[src/rtl/ram_request_sequencer_pkg.sv]
// Shared types for the RAM request sequencer: FSM states, memory command record
// and byte-enable codes.
package ram_seq_pkg;

    localparam int RAM_ADDR_WIDTH  = 22;
    localparam int WORD_ADDR_WIDTH = RAM_ADDR_WIDTH - 1;

    typedef enum logic [1:0] {
        IDLE = 2'd0,
        RD   = 2'd1,
        WR   = 2'd2,
        RFSH = 2'd3
    } seq_state_t;

    localparam logic [1:0] BE_NONE = 2'b00;
    localparam logic [1:0] BE_EVEN = 2'b01;
    localparam logic [1:0] BE_ODD  = 2'b10;
    localparam logic [1:0] BE_WORD = 2'b11;

    typedef struct packed {
        logic                       we;
        logic                       rfsh;
        logic [WORD_ADDR_WIDTH-1:0] addr;
        logic [1:0]                 be;
        logic [15:0]                wdata;
    } mem_cmd_t;

    localparam mem_cmd_t CMD_NONE = '0;

    function automatic logic [1:0] byte_be(input logic lsb);
        return lsb ? BE_ODD : BE_EVEN;
    endfunction

    function automatic logic [7:0] byte_sel(input logic [15:0] word, input logic lsb);
        return lsb ? word[15:8] : word[7:0];
    endfunction

endpackage

[src/rtl/ram_request_sequencer_if.sv]
// Request/acknowledge bus between the sequencer (master) and the memory back-end (slave).
interface ram_request_sequencer_if
    import ram_seq_pkg::*;
#(
    parameter int ADDR_WIDTH = RAM_ADDR_WIDTH
);
    logic                  MEM_REQ;
    logic                  MEM_WE;
    logic                  MEM_RFSH;
    logic [ADDR_WIDTH-2:0] MEM_ADDR;
    logic [1:0]            MEM_BE;
    logic [15:0]           MEM_WDATA;
    logic                  MEM_ACK;
    logic [15:0]           MEM_RDATA;

    modport master (
        output MEM_REQ, MEM_WE, MEM_RFSH, MEM_ADDR, MEM_BE, MEM_WDATA,
        input  MEM_ACK, MEM_RDATA
    );

    modport slave (
        input  MEM_REQ, MEM_WE, MEM_RFSH, MEM_ADDR, MEM_BE, MEM_WDATA,
        output MEM_ACK, MEM_RDATA
    );

endinterface

[src/rtl/ram_request_sequencer_read_cache.sv]
// One-word read cache: a single tag/data/valid entry with lookup, fill,
// byte-update (write-through snoop) and invalidate.
module ram_read_cache
    import ram_seq_pkg::*;
#(
    parameter int WORD_ADDR_W = WORD_ADDR_WIDTH
) (
    input  logic                   CLK,
    input  logic                   RESET_n,
    input  logic [WORD_ADDR_W-1:0] lookup_addr,
    input  logic                   lookup_lsb,
    output logic                   hit,
    output logic [7:0]             hit_byte,
    input  logic                   fill_en,
    input  logic [WORD_ADDR_W-1:0] fill_addr,
    input  logic [15:0]            fill_data,
    input  logic                   upd_en,
    input  logic [WORD_ADDR_W-1:0] upd_addr,
    input  logic                   upd_lsb,
    input  logic [7:0]             upd_byte,
    input  logic                   inval
);

    logic                   valid;
    logic [WORD_ADDR_W-1:0] tag;
    logic [15:0]            data;

    always_ff @(posedge CLK) begin
        if (!RESET_n) begin
            valid <= 1'b0;
        end else if (inval) begin
            valid <= 1'b0;
        end else if (fill_en) begin
            valid <= 1'b1;
        end
    end

    // NOTE: tag and data carry no reset; they are meaningless until valid is
    // set, so only the valid bit needs one.
    always_ff @(posedge CLK) begin
        if (fill_en) begin
            tag  <= fill_addr;
            data <= fill_data;
        end else if (upd_en && valid && (upd_addr == tag)) begin
            if (upd_lsb) data[15:8] <= upd_byte;
            else         data[7:0]  <= upd_byte;
        end
    end

    assign hit      = valid && (lookup_addr == tag);
    assign hit_byte = byte_sel(data, lookup_lsb);

endmodule

[src/rtl/ram_request_sequencer.sv]
// Turns the host byte-wide RAM strobes into 16-bit request/acknowledge transactions,
// with edge-detected launch, a one-word read cache, refresh forwarding and a timeout.
module ram_request_sequencer
    import ram_seq_pkg::*;
#(
    parameter int ADDR_WIDTH     = RAM_ADDR_WIDTH,
    parameter int TIMEOUT_CYCLES = 255,
    parameter bit USE_CACHE      = 1'b1
) (
    input  logic                  CLK,
    input  logic                  RESET_n,
    input  logic [ADDR_WIDTH-1:0] RAM_ADDR,
    input  logic                  RAM_WE_n,
    input  logic                  RAM_OE_n,
    input  logic [7:0]            RAM_DIN,
    input  logic                  RAM_RFSH_n,
    output logic [15:0]           RAM_DOUT,
    ram_request_sequencer_if.master mem,
    output logic                  BUSY,
    output logic                  ERR
);

    localparam int CNT_W = $clog2(TIMEOUT_CYCLES + 1);
    localparam logic [CNT_W-1:0] TMO_LAST = CNT_W'(TIMEOUT_CYCLES - 1);

    seq_state_t state, state_next;

    logic                  prev_oe_n, prev_we_n, prev_rfsh_n;
    logic                  rd_start, wr_start, rfsh_start, new_start;
    logic                  pend_valid, pend_wr;
    logic [ADDR_WIDTH-1:0] pend_addr;
    logic [7:0]            pend_din;
    logic                  rfsh_pend;
    mem_cmd_t              cmd, launch_cmd;
    logic                  cur_lsb;
    logic [CNT_W-1:0]      tmo_cnt;
    logic [7:0]            dout_q;
    logic                  err_q;

    logic                  acc_valid, acc_wr;
    logic [ADDR_WIDTH-1:0] acc_addr;
    logic [7:0]            acc_din;
    logic [WORD_ADDR_WIDTH-1:0] acc_word;
    logic                  launch, hit_take, ack, tmo_hit;
    logic                  cache_hit;
    logic [7:0]            cache_byte;

    assign rd_start   = prev_oe_n & ~RAM_OE_n;
    assign wr_start   = prev_we_n & ~RAM_WE_n;
    assign rfsh_start = prev_rfsh_n & ~RAM_RFSH_n;
    assign new_start  = rd_start | wr_start;

    // ACK only counts while a request is outstanding; the ACK wins a tie with the timeout.
    assign ack     = (state != IDLE) && mem.MEM_ACK;
    assign tmo_hit = (state != IDLE) && !mem.MEM_ACK && (tmo_cnt == TMO_LAST);

    always_ff @(posedge CLK) begin
        if (!RESET_n) state <= IDLE;
        else          state <= state_next;
    end

    // NOTE: every signal written here gets a default first, so no path leaves
    // one unassigned and no latch is inferred.
    always_comb begin
        state_next = state;
        acc_valid  = 1'b0;
        acc_wr     = pend_wr;
        acc_addr   = pend_addr;
        acc_din    = pend_din;
        launch     = 1'b0;
        launch_cmd = CMD_NONE;
        hit_take   = 1'b0;

        // A fresh edge overrides an older pending access; write beats read.
        if (new_start) begin
            acc_valid = 1'b1;
            acc_wr    = wr_start;
            acc_addr  = RAM_ADDR;
            acc_din   = RAM_DIN;
        end else if (pend_valid) begin
            acc_valid = 1'b1;
        end
        acc_word = WORD_ADDR_WIDTH'(acc_addr[ADDR_WIDTH-1:1]);

        case (state)
            IDLE: begin
                if (acc_valid && acc_wr) begin
                    state_next       = WR;
                    launch           = 1'b1;
                    launch_cmd.we    = 1'b1;
                    launch_cmd.addr  = acc_word;
                    launch_cmd.be    = byte_be(acc_addr[0]);
                    launch_cmd.wdata = {acc_din, acc_din};
                end else if (acc_valid && cache_hit) begin
                    hit_take = 1'b1;
                end else if (acc_valid) begin
                    state_next      = RD;
                    launch          = 1'b1;
                    launch_cmd.addr = acc_word;
                    launch_cmd.be   = BE_WORD;
                end else if (rfsh_pend) begin
                    state_next      = RFSH;
                    launch          = 1'b1;
                    launch_cmd.rfsh = 1'b1;
                end
            end
            default: begin
                if (ack || tmo_hit) state_next = IDLE;
            end
        endcase
    end

    // NOTE: sequential state uses non-blocking assignments so every register
    // samples pre-edge values regardless of statement order.
    always_ff @(posedge CLK) begin
        if (!RESET_n) begin
            prev_oe_n   <= 1'b1;
            prev_we_n   <= 1'b1;
            prev_rfsh_n <= 1'b1;
            pend_valid  <= 1'b0;
            pend_wr     <= 1'b0;
            pend_addr   <= '0;
            pend_din    <= '0;
            rfsh_pend   <= 1'b0;
            cmd         <= CMD_NONE;
            cur_lsb     <= 1'b0;
            tmo_cnt     <= '0;
            dout_q      <= '0;
            err_q       <= 1'b0;
        end else begin
            prev_oe_n   <= RAM_OE_n;
            prev_we_n   <= RAM_WE_n;
            prev_rfsh_n <= RAM_RFSH_n;

            if (state != IDLE) begin
                if (new_start) begin
                    pend_valid <= 1'b1;
                    pend_wr    <= wr_start;
                    pend_addr  <= RAM_ADDR;
                    pend_din   <= RAM_DIN;
                end
            end else begin
                pend_valid <= 1'b0;
            end

            // An aborted refresh is dropped rather than retried.
            if (rfsh_start)                             rfsh_pend <= 1'b1;
            else if (state == RFSH && (ack || tmo_hit)) rfsh_pend <= 1'b0;

            if (launch) begin
                cmd     <= launch_cmd;
                cur_lsb <= acc_addr[0];
                tmo_cnt <= '0;
            end else if (state != IDLE) begin
                tmo_cnt <= tmo_cnt + 1'b1;
            end

            if (hit_take)                     dout_q <= cache_byte;
            else if (state == RD && ack)      dout_q <= byte_sel(mem.MEM_RDATA, cur_lsb);
            else if (state == RD && tmo_hit)  dout_q <= 8'hFF;

            if (tmo_hit) err_q <= 1'b1;
        end
    end

    generate
        if (USE_CACHE) begin : g_cache
            ram_read_cache #(.WORD_ADDR_W(WORD_ADDR_WIDTH)) u_cache (
                .CLK         (CLK),
                .RESET_n     (RESET_n),
                .lookup_addr (acc_word),
                .lookup_lsb  (acc_addr[0]),
                .hit         (cache_hit),
                .hit_byte    (cache_byte),
                .fill_en     (state == RD && ack),
                .fill_addr   (cmd.addr),
                .fill_data   (mem.MEM_RDATA),
                .upd_en      (state == WR && ack),
                .upd_addr    (cmd.addr),
                .upd_lsb     (cur_lsb),
                .upd_byte    (cmd.wdata[7:0]),
                .inval       (1'b0)
            );
        end else begin : g_no_cache
            assign cache_hit  = 1'b0;
            assign cache_byte = 8'h00;
        end
    endgenerate

    assign mem.MEM_REQ   = (state != IDLE);
    assign mem.MEM_WE    = cmd.we;
    assign mem.MEM_RFSH  = cmd.rfsh;
    assign mem.MEM_ADDR  = (ADDR_WIDTH-1)'(cmd.addr);
    assign mem.MEM_BE    = cmd.be;
    assign mem.MEM_WDATA = cmd.wdata;

    // Zero while OE_n is high so several RAM sources can be OR-combined.
    assign RAM_DOUT = RAM_OE_n ? 16'h0000 : {8'h00, dout_q};
    assign BUSY     = (state != IDLE);
    assign ERR      = err_q;

endmodule

[src/flat_wrapper.sv]
// flat-port wrapper written by rule: the top's interface ports become plain ports
module ram_request_sequencer_flat import ram_seq_pkg::*;
#(
    parameter int ADDR_WIDTH     = RAM_ADDR_WIDTH,
    parameter int TIMEOUT_CYCLES = 255,
    parameter bit USE_CACHE      = 1'b1
)
  (CLK, RESET_n, RAM_ADDR, RAM_WE_n, RAM_OE_n, RAM_DIN, RAM_RFSH_n, RAM_DOUT, BUSY, ERR, mem_MEM_REQ, mem_MEM_WE, mem_MEM_RFSH, mem_MEM_ADDR, mem_MEM_BE, mem_MEM_WDATA, mem_MEM_ACK, mem_MEM_RDATA);
  ram_request_sequencer_if #(.ADDR_WIDTH(ADDR_WIDTH)) mem_i ();
  input  logic CLK;
  input  logic RESET_n;
  input  logic [ADDR_WIDTH-1:0] RAM_ADDR;
  input  logic RAM_WE_n;
  input  logic RAM_OE_n;
  input  logic [7:0] RAM_DIN;
  input  logic RAM_RFSH_n;
  output logic [15:0] RAM_DOUT;
  output logic BUSY;
  output logic ERR;
  output wire logic [$bits(mem_i.MEM_REQ)-1:0] mem_MEM_REQ;
  output wire logic [$bits(mem_i.MEM_WE)-1:0] mem_MEM_WE;
  output wire logic [$bits(mem_i.MEM_RFSH)-1:0] mem_MEM_RFSH;
  output wire logic [$bits(mem_i.MEM_ADDR)-1:0] mem_MEM_ADDR;
  output wire logic [$bits(mem_i.MEM_BE)-1:0] mem_MEM_BE;
  output wire logic [$bits(mem_i.MEM_WDATA)-1:0] mem_MEM_WDATA;
  input wire logic [$bits(mem_i.MEM_ACK)-1:0] mem_MEM_ACK;
  input wire logic [$bits(mem_i.MEM_RDATA)-1:0] mem_MEM_RDATA;
  assign mem_MEM_REQ = mem_i.MEM_REQ;
  assign mem_MEM_WE = mem_i.MEM_WE;
  assign mem_MEM_RFSH = mem_i.MEM_RFSH;
  assign mem_MEM_ADDR = mem_i.MEM_ADDR;
  assign mem_MEM_BE = mem_i.MEM_BE;
  assign mem_MEM_WDATA = mem_i.MEM_WDATA;
  assign mem_i.MEM_ACK = mem_MEM_ACK;
  assign mem_i.MEM_RDATA = mem_MEM_RDATA;
  ram_request_sequencer #(.ADDR_WIDTH(ADDR_WIDTH), .TIMEOUT_CYCLES(TIMEOUT_CYCLES), .USE_CACHE(USE_CACHE)) u_core (.CLK(CLK), .RESET_n(RESET_n), .RAM_ADDR(RAM_ADDR), .RAM_WE_n(RAM_WE_n), .RAM_OE_n(RAM_OE_n), .RAM_DIN(RAM_DIN), .RAM_RFSH_n(RAM_RFSH_n), .RAM_DOUT(RAM_DOUT), .mem(mem_i), .BUSY(BUSY), .ERR(ERR));
endmodule
[config.mk]
export PLATFORM = sky130hd
export DESIGN_NAME = ram_request_sequencer_flat
export DESIGN_NICKNAME = d
export VERILOG_FILES = /design/src/rtl/ram_request_sequencer_pkg.sv /design/src/rtl/ram_request_sequencer_if.sv /design/src/rtl/ram_request_sequencer_read_cache.sv /design/src/rtl/ram_request_sequencer.sv /design/src/flat_wrapper.sv
export SDC_FILE = /design/constraint.sdc
export NUM_CORES = 1
export LEC_CHECK = 0
export BUFFER_PORTS_ARGS = -buffer_cell sky130_fd_sc_hd__clkbuf_2
export CAP_MARGIN = 10
export CORE_MARGIN = 3
export CORE_UTILIZATION = 36
export CTS_CLUSTER_DIAMETER = 100
export DETAILED_ROUTE_END_ITERATION = 16
export PLACE_DENSITY_LB_ADDON = 0.08
export SLEW_MARGIN = 20
export SYNTH_ARGS = -nofsm -noshare
export SYNTH_HDL_FRONTEND = slang
export SYNTH_SLANG_ARGS = --single-unit
[constraint.sdc]
create_clock -name CLK -period 2.93 [get_ports CLK]
set_clock_uncertainty 0.15 [all_clocks]
set_input_delay 0.293 -clock CLK [delete_from_list [all_inputs] [get_ports CLK]]
set_output_delay 0.293 -clock CLK [all_outputs]
set_load 0.01 [all_outputs]
-- Word-level counts from Yosys, hierarchy flattened
Cells that the tools add are included.
- register bits after elaboration: 135
- latch bits: 0
- bits in writable memories: 0
- memory bits (read-only): 0
- bits of input ports: 52
- output and inout bits: 60
- logic and storage cells: 106
- memories: 0
- $add $sub $neg: 1
- $mul: 0
- divide/modulo/power cells: 0
- magnitude comparators: 0
- eq/ne operators: 9
- shifts and indexed selects: 0
- mux-type cells: 40
- bitwise logic cells: 8
- reductions and logical operators: 26
- operators by type and width (cell ; number):
    2-to-1 mux 8 bit ; 9
    2-to-1 mux 16 bit ; 3
    2-to-1 mux 23 bit ; 2
    == test 21 bit ; 2
    2-to-1 mux 41 bit ; 1
    2-to-1 mux 24 bit ; 1
    2-to-1 mux 22 bit ; 1
    2-to-1 mux 1 bit ; 16
    2-to-1 mux 2 bit ; 7
    logical AND 1 bit ; 12
    nonzero test 2 bit ; 5
    adder 8 x 1 -> 8 bit (second input constant) ; 1
    == test 8 bit (second input constant) ; 1
    AND reduction 2 bit ; 3
    == test 2 bit (second input constant) ; 2
    != test 4 x 1 -> 1 bit (second input constant) ; 1
    NOT 1 bit ; 4
    bitwise AND 1 bit ; 3
    != test 3 x 2 -> 1 bit (second input constant) ; 1
    AND reduction 3 bit ; 1
    nonzero test 3 bit ; 1
    == test 2 x 1 -> 1 bit (second input constant) ; 1
    zero test 2 bit ; 1
    != test 2 bit (second input constant) ; 1
    other kinds (4) ; 4

-- Depth between registers and ports, before layout
Gate-level depths: netlist of run 1.
- depth in word-level cells: 11
- depth in mapped cells: 13
- depth with buffers taken out: 8

-- By module
Synthesis of run 1 repeated with hierarchy kept, for this count alone.
- cell total of the unflattened synthesis: 606
- area total of the unflattened synthesis: 5846.9 µm²
- modules (own cells, without submodules) (module ; times used ; cells each ; area each (µm²) ; sequential area each (µm²)):
    ram_request_sequencer ; 1 ; 453 ; 3952.5 ; 1781.7
    ram_read_cache ; 1 ; 153 ; 1894.3 ; 1131.1

-- Worst setup path before layout of run 1
Ideal clock, no wire load.
- kind: input to register
- start: in RAM_OE_n
- end: reg u_core.cmd, in the netlist u_core.mem.MEM_WDATA[10]
- library setup time: 0.073 ns
- arrival: 2.467 ns
- required time: 2.707 ns
- path slack: 0.240 ns
- cell stages on the path: 11
- buffers on the path: 3
- cell sequence: buf_6 > nand2b_4 > buf_6 > a21oi_4 > and2_4 > nand2_1 > or4_1 > or4_4 > a21boi_4 > buf_6 > o2bb2ai_1
- word-level cells in the longest chain between the ends: 10
- elaborated cells between the ends (all ways): 17
- classes of those cells: eq/ne (1); mux (10); bitwise (3); reduce/logical (3)
- RTL lines (item ; RTL line ; source):
    start, declared ; flat_wrapper.sv:14 ; input logic RAM_OE_n;
    NOT 1 bit (*) ; ram_request_sequencer.sv:48 ; assign rd_start = prev_oe_n & ~RAM_OE_n;
    bitwise AND 1 bit (*) ; ram_request_sequencer.sv:48 ;
    bitwise OR 1 bit (*) ; ram_request_sequencer.sv:51 ; assign new_start = rd_start | wr_start;
    2-to-1 mux 22 bit ; -- ;
    == test 21 bit ; ram_request_sequencer_read_cache.sv:50 ; assign hit = valid && (lookup_addr == tag);
    logical AND 1 bit ; ram_request_sequencer_read_cache.sv:50 ;
    logical AND 1 bit ; ram_request_sequencer.sv:94 ; end else if (acc_valid && cache_hit) begin
    2-to-1 mux 1 bit ; ram_request_sequencer.sv:94 ;
    2-to-1 mux 1 bit ; ram_request_sequencer.sv:87 ; if (acc_valid && acc_wr) begin
    2-to-1 mux 1 bit ; ram_request_sequencer.sv:85 ; case (state)
    end signal, assigned ; ram_request_sequencer.sv:151 ; cmd <= launch_cmd;
    end, declared ; ram_request_sequencer.sv:34 ; mem_cmd_t cmd, launch_cmd;
Mark *: on every way between the ends. The rest lies on a longest branch, timed or not.
A chain may end at the register's enable or synchronous reset.

-- Worst setup path after layout of run 1
- start: reg u_core.g_cache.u_cache.tag[18]
- end: reg u_core.cmd, in the netlist u_core.mem.MEM_ADDR[12]
- word-level cells in the longest chain between the ends: 6
- elaborated cells between the ends (all ways): 9
- classes of those cells: eq/ne (1); mux (6); reduce/logical (2)
- RTL lines (item ; RTL line ; source):
    start, declared ; ram_request_sequencer_read_cache.sv:25 ; logic [WORD_ADDR_W-1:0] tag;
    start signal, assigned ; ram_request_sequencer_read_cache.sv:42 ; tag <= fill_addr;
    == test 21 bit (*) ; ram_request_sequencer_read_cache.sv:50 ;
    logical AND 1 bit (*) ; ram_request_sequencer_read_cache.sv:50 ;
    logical AND 1 bit (*) ; ram_request_sequencer.sv:94 ;
    2-to-1 mux 24 bit or 2-to-1 mux 1 bit (tied branches) ; ram_request_sequencer.sv:94 ;
    2-to-1 mux 23 bit or 2-to-1 mux 1 bit (tied branches) ; ram_request_sequencer.sv:87 ;
    2-to-1 mux 41 bit or 2-to-1 mux 1 bit (tied branches) ; ram_request_sequencer.sv:85 ;
Marked as above.

==> flow_metrics.py, run 1 <==
metrics = {
    "logic_synthesis": {
        "synthDistinctLibCells": 62,
        "synth-edff-count": 37,
        "yosysWarnings": 0,
        "syn-instance-count": 667,
        "yosysTopAreaCell": "dfxtp_1",
        "ys_seq_elements": 127,
        "syn-cell-area_sq_um": 6270,
        "synth_flop_cell": "dfxtp_1",
        "async_flop_share_pct": 0,
        "synth_top_area_share_pct": 28.7,
        "synth.avg_cell_area_sq_um": 9.40,
        "synth_area_leaders": "dfxtp_1, edfxtp_1, nand2_1",
        "yosysMostFrequentCell": "nand2_1",
        "synth_commonest_cells": "nand2_1, dfxtp_1, edfxtp_1",
        "ys_seq_area_share_pct": 46.4,
    },
    "timing": {
        "fin_crit_sh_pct": 98.6,
        "final_hold_viol_count": 0,
        "fmax_mhz": 346,
        "drv_slew": 0,
        "fin_tns_setup_ps": 0,
        "setup_violations": 0,
        "worst-slew-pin-transition_ps": 623,
        "rsz0062_at_grt": "true",
        "min_period_ps": 2890,
        "max_slew_margin_pct": 58.4,
    },
    "floorplan": {
        "die_w_um": 138,
        "rows": 47,
        "die_h_um": 138,
        "core_area_sq_um": 16800,
        "start_util_pct": 37.3,
        "ios": 112,
        "die_area_sq_um": 19000,
    },
    "clocking": {
        "cts_sinks": 127,
        "cts-root-buf": "clkbuf_16",
        "cts_made_buffers": 17,
        "htree_num_levels": 4,
        "clkLatencyLatePin_ps": 430,
        "max-clock-path-buffers": 2,
        "cts_tree": "yes",
        "cts.reportedPaths.clkPinSlew_ps": 60,
    },
    "finish": {
        "fin_nets": 911,
        "fin_util_pct": 50.8,
        "area_delta_synth_final_pct": 36.3,
        "final_layout_size_suffix_gt1_share_pct": 29.9,
        "fillCellCount": 1608,
        "diodes": 0,
    },
    "setup_path": {
        "crit_family": "compound AO/OA/AOI/OAI gates",
        "cp_cell_sequence": "a222oi_1 > a21oi_1 > or4_1 > or4_4 > a21boi_4 > buf_6 > buf_12 > a32o_1",
        "cp.depth": 8,
        "r2r-end": "u_core.mem.MEM_ADDR[12]",
        "worstSetupStartpointType": "register",
        "cp.required_ps": 3140,
        "crit_path_start": "u_core.g_cache.u_cache.tag[18]",
        "critPathBufInv": 2,
        "crit_end": "u_core.mem.MEM_ADDR[12]",
        "max_stage_delay_ps": 490,
        "path_class": "reg2reg",
        "reg2regPathDepth": 8,
        "r2r_slack_ps": 40,
        "path_max_fanout": 6,
        "cp-end-kind": "register",
        "slowest_stage": "a222oi_1",
        "worstPathArrival_ps": 3100,
        "r2r-start": "u_core.g_cache.u_cache.tag[18]",
    },
    "outcome": {
        "status": "finished clean",
    },
    "place": {
        "gp_congestion": 0.862,
        "numPortBuffers": 103,
        "hpwlAfterDp_um": 13700,
    },
    "run": {
        "cap_viol_max_count": 0,
    },
    "global_routing": {
        "grt_pass1_wl_um": 30900,
        "grt.met3_usage_pct": 5.48,
        "grt_most_used_layer": "met2",
        "antenna_found_initial": 0,
        "grt-ovfl-total": 0,
        "use_met1_pct": 29.0,
        "grt_use_total_pct": 21.6,
        "grt_util_met2_pct": 34.8,
        "grt_pass1_vias": 5527,
        "grt_max_degree": 51,
    },
    "power_and_ir_drop": {
        "powerDensity_nw_per_um2": 636,
        "p_leak_nw": 3.75,
        "ir_worst_vdd_uv": 467,
    },
    "drt": {
        "first_pass_iters": 5,
        "drc": 0,
        "viasPerCell": 5.12,
        "dr.first_iter.drc_count": 332,
        "routedWlPerCell_um": 18.0,
        "ant_nets": 0,
        "vias": 5579,
        "drt-total-wl_um": 19700,
    },
    "worst_hold_path": {
        "hp-class": "in2reg",
    },
}
-- registers in the layout (all words and copies together), names as in the netlist, 2 cells and up --
signal,count
u_core.pend_addr,22
u_core.g_cache.u_cache.tag,21
u_core.mem.MEM_ADDR,21
u_core.g_cache.u_cache.data,16
u_core.dout_q,8
u_core.mem.MEM_WDATA,8
u_core.pend_din,8
u_core.tmo_cnt,8
u_core.mem.MEM_BE,2
u_core.state,2
-- layer usage --
metal  up-vias  share of wire, %
met3        21               4.9
li1       2707                 -
met4         0               1.2
met1      2705                46
met5         -                 0
met2       146                47
-- per-stage QoR --
step / power, mW / instances / instance area, sq um / hold WS [ps] / setup WS [ps]
6_report: 5.44 / 1090 / 8550 / 16.8 / 41.1
5_1_grt: 5.69 / 1090 / 8550 / 14.6 / -11.6
4_1_cts: 5.45 / 1086 / 8430 / 0.263 / 17.4
3_5_place_dp: 3.18 / 1013 / 7320 / 309 / -167
3_3_place_gp: 3.16 / 1013 / 7320 / 298 / -58.3
2_1_floorplan: 2.74 / 674 / 6300 / 244 / 240
-- cells in the final DEF (no fill, tap or decap), types with 4 or more instances in the layout --
master,instances
nor2_1,15
clkbuf_2,99
a21boi_0,32
inv_1,19
o22ai_1,13
nand3_1,8
xnor2_2,5
conb_1,8
a32o_1,23
xnor2_1,22
nor4_2,4
and3_1,5
clkbuf_1,4
clkbuf_8,6
nand4_1,9
nor2b_1,10
nand2b_1,7
a21oi_1,6
buf_4,76
o211a_1,10
edfxtp_1,37
nand2_1,161
o21ai_0,16
xor2_1,22
dfxtp_1,89
o2bb2ai_1,8
dlygate4sd3_1,33
nor4_1,4
clkbuf_16,19
mux2i_1,10
mux2_2,16
-- layout make-up --
type                    count  area, sq um  share of cell area [%]
flip-flops and latches    127         2910                    34.1
multi-input cells         474         3130                    36.6
repair buffers            216         1540                    18.0
clock inverters             3         40.0                   0.468
inverters                  21         78.8                   0.922
clock buffers              29          573                    6.70
well taps                 220          275                    3.22
-- where the power goes --
part	internal, mW	switching [mW]	leakage, nW
clock network	1.40	0.772	0.304
registers	1.97	0.153	1.08
logic	0.528	0.609	2.37
total	3.91	1.53	3.75
-- worst reg2reg max path, stage by stage (launching register included) --
cell and delay (ps):
edfxtp_1 470, a222oi_1 490, a21oi_1 190, or4_1 480, or4_4 470, a21boi_4 170, buf_6 160, buf_12 130
a32o_1 130
-- what timing repair did --
| action | in CTS | in global routing |
|---|---|---|
| gates resized for setup | 19 | 19 |
| buffers inserted | 5 | 8 |
| gates cloned | 2 | 0 |
| endpoints found under the hold margin | 35 | 0 |
| pin swaps | 6 | 4 |
| hold buffers | 34 | 0 |
| endpoints found under the setup margin | 34 | 38 |
-- worst min-delay path by stage --
stage	startpoint	slack, ps	endpoint	cells after the start
2_1_floorplan	RAM_RFSH_n	240	u_core.prev_rfsh_n	1
4_1_cts	mem_MEM_RDATA[7]	0.3	u_core.g_cache.u_cache.data[7]	3
3_5_place_dp	u_core.pend_din[5]	310	u_core.pend_din[5]	2
3_3_place_gp	u_core.ERR	300	u_core.ERR	1
6_report	mem_MEM_RDATA[5]	20	u_core.g_cache.u_cache.data[5]	3
5_1_grt	mem_MEM_RDATA[5]	10	u_core.g_cache.u_cache.data[5]	3
-- cell families (layout without fill, tap and decap cells) --
family                     count (synthesis)  count (layout)  synth area share (%)
other                                      1               8                0.0598
muxes                                     26              26                  4.47
AOI/OAI and AO/OA                        139             139                  17.4
buffers and inverters                     73             269                  6.18
xor gates and xnor gates                  49              49                  6.84
adders and majority gates                  2               2                 0.399
DFF                                      127             127                  46.4
and+or+nand+nor                          250             250                  18.3
Power figures use the tool's default switching activity.
==> inputs of run 2 (changes only) <==
- CORE_UTILIZATION: 36 -> 45
==> run 2 against run 1 <==
Net effect: the flow now finishes with violations (negative setup slack); wire length decreased by 4.8%; die area down 19%; utilization increased by 11 points; register-to-register slack worse by 50 ps; combinational power about the same; fmax is 1.6% lower; via count up 0.16%; non-clock buffer count down 17; sequential share of layout area grew 0.73 points; flip-flop and latch count unchanged.
==> flow_metrics.py, run 2 (synthesis results as in run 1) <==
metrics = {
    "clocking": {
        "cts.reportedPaths.clkPinSlew_ps": 60,
        "max-clock-path-buffers": 2,
        "cts-root-buf": "clkbuf_16",
        "cts_made_buffers": 17,
        "clkLatencyLatePin_ps": 410,
        "cts_tree": "yes",
        "cts_sinks": 127,
        "htree_num_levels": 4,
    },
    "power_and_ir_drop": {
        "ir_worst_vdd_uv": 405,
        "p_total_mw": 5.33,
        "powerDensity_nw_per_um2": 636,
        "p_leak_nw": 3.69,
    },
    "floorplan": {
        "ios": 112,
        "core_area_sq_um": 13500,
        "start_util_pct": 46.6,
        "die_h_um": 124,
        "die_w_um": 124,
        "die_area_sq_um": 15400,
        "rows": 42,
    },
    "outcome": {
        "violations": "negative setup slack",
        "status": "complete, but fails checks",
    },
    "place": {
        "numPortBuffers": 103,
        "post-place-cells": 964,
        "gp_congestion": 0.876,
        "hpwlAfterDp_um": 12600,
        "pre_cts_ws_ps": -131,
    },
    "global_routing": {
        "grt_pass1_vias": 5406,
        "grt_use_total_pct": 24.6,
        "antenna_found_initial": 0,
        "grt_pass1_wl_um": 28700,
        "grt-ovfl-total": 0,
        "grt_max_degree": 40,
    },
    "timing": {
        "fin_crit_sh_pct": 100,
        "post-route-worst-setup-slack_ps": -5.32,
        "final_hold_viol_count": 0,
        "max_slew_margin_pct": 58.9,
        "fin_tns_setup_ps": -15.4,
        "setup_violations": 5,
        "drv_slew": 0,
        "min_period_ps": 2940,
        "worst-slew-pin-transition_ps": 613,
        "fmax_mhz": 341,
        "rsz0062_at_grt": "true",
    },
    "finish": {
        "fin_nets": 894,
        "diodes": 0,
        "layout_common_cells": "nand2_1, clkbuf_2, dfxtp_1",
        "largest_register": "u_core.pend_addr",
        "largest_reg_flops": 22,
        "final_layout_size_suffix_gt1_share_pct": 30.9,
        "layout.cells.non_filler": 1029,
        "fin_util_pct": 62.2,
        "area_delta_synth_final_pct": 33.5,
        "final_common_cell": "nand2_1",
    },
    "run": {
        "cap_viol_max_count": 0,
    },
    "drt": {
        "ant_nets": 0,
        "drc": 0,
        "drt-total-wl_um": 18700,
        "first_pass_iters": 6,
        "routedWlPerCell_um": 18.2,
        "dr.first_iter.drc_count": 493,
        "vias": 5588,
        "viasPerCell": 5.43,
    },
    "setup_path": {
        "worstPathArrival_ps": 3140,
        "path_class": "reg2reg",
        "worstSetupStartpointType": "register",
        "path_max_fanout": 8,
        "cp.required_ps": 3130,
        "cp-end-kind": "register",
    },
    "worst_hold_path": {
        "hp-class": "in2reg",
    },
}
-- run 2: cell count changes in the layout (fill, tap and decap cells not counted), sizes merged --
cell	previous run	this run
buf	83	79
clkbuf	128	131
clkinv	3	5
dlygate4sd3	33	16
dlymetal6s4s	1	0
-- run 2: worst max-delay path: stages, from the launching register on --
cell      delay (ps)
edfxtp_1         420
a222oi_1         500
a21oi_1          190
or4_4            450
or4_4            570
a21boi_4         170
buf_6            160
buf_12           140
a32o_1           130
-- run 2: final timing paths --
path	start	endpoint	slack [ps]	cells past startpoint
setup / recovery	u_core.g_cache.u_cache.tag[6]	u_core.mem.MEM_ADDR[13]	-5	8
hold / removal	RAM_ADDR[16]	u_core.pend_addr[16]	10	3
hold reg to reg	u_core.pend_din[5]	u_core.pend_din[5]	310	2
setup reg to reg	u_core.g_cache.u_cache.tag[6]	u_core.mem.MEM_ADDR[13]	-5	8
-- run 2: power breakdown --
part | leakage [nW] | switching [mW] | internal [mW] | total, mW
sequential | 1.08 | 0.150 | 1.97 | 2.12
clock | 0.293 | 0.742 | 1.32 | 2.06
combinational | 2.31 | 0.612 | 0.530 | 1.14
total | 3.69 | 1.50 | 3.82 | 5.33
-- run 2: cell type report --
| cell class | count | area (sq um) |
|---|---|---|
| repair buffers | 199 | 1430 |
| fillers | 1174 | 5080 |
| well taps | 176 | 220 |
| inverters | 21 | 78.8 |
| clock inverters | 5 | 50.0 |
| flip-flops and latches | 127 | 2920 |
| multi-input cells | 474 | 3150 |
| clock buffers | 27 | 533 |
-- run 2: layer usage --
| metal | routed length (um) | up-vias | track usage, % |
|---|---|---|---|
| met5 | 0 | - | 0 |
| met4 | 317 | 0 | 7.87 |
| met3 | 1070 | 33 | 5.27 |
| met2 | 8990 | 201 | 39.0 |
| met1 | 8330 | 2676 | 33.5 |
| li1 | - | 2678 | - |
-- run 2: per-stage QoR --
| stage | cell area, sq um | hold slack [ps] |
|---|---|---|
| 6_report | 8370 | 14.9 |
| 3_3_place_gp | 7260 | 299 |
| 3_5_place_dp | 7260 | 308 |
| 5_1_grt | 8370 | 16.8 |
| 2_1_floorplan | 6300 | 244 |
| 4_1_cts | 8200 | 1.80 |
-- run 2: what timing repair did --
action,in CTS,in global routing
hold buffers,16,0
endpoints found under the hold margin,16,0
gates cloned,2,1
buffers inserted,9,7
resized for setup,20,23
endpoints found under the setup margin,31,51
pin swaps,11,8
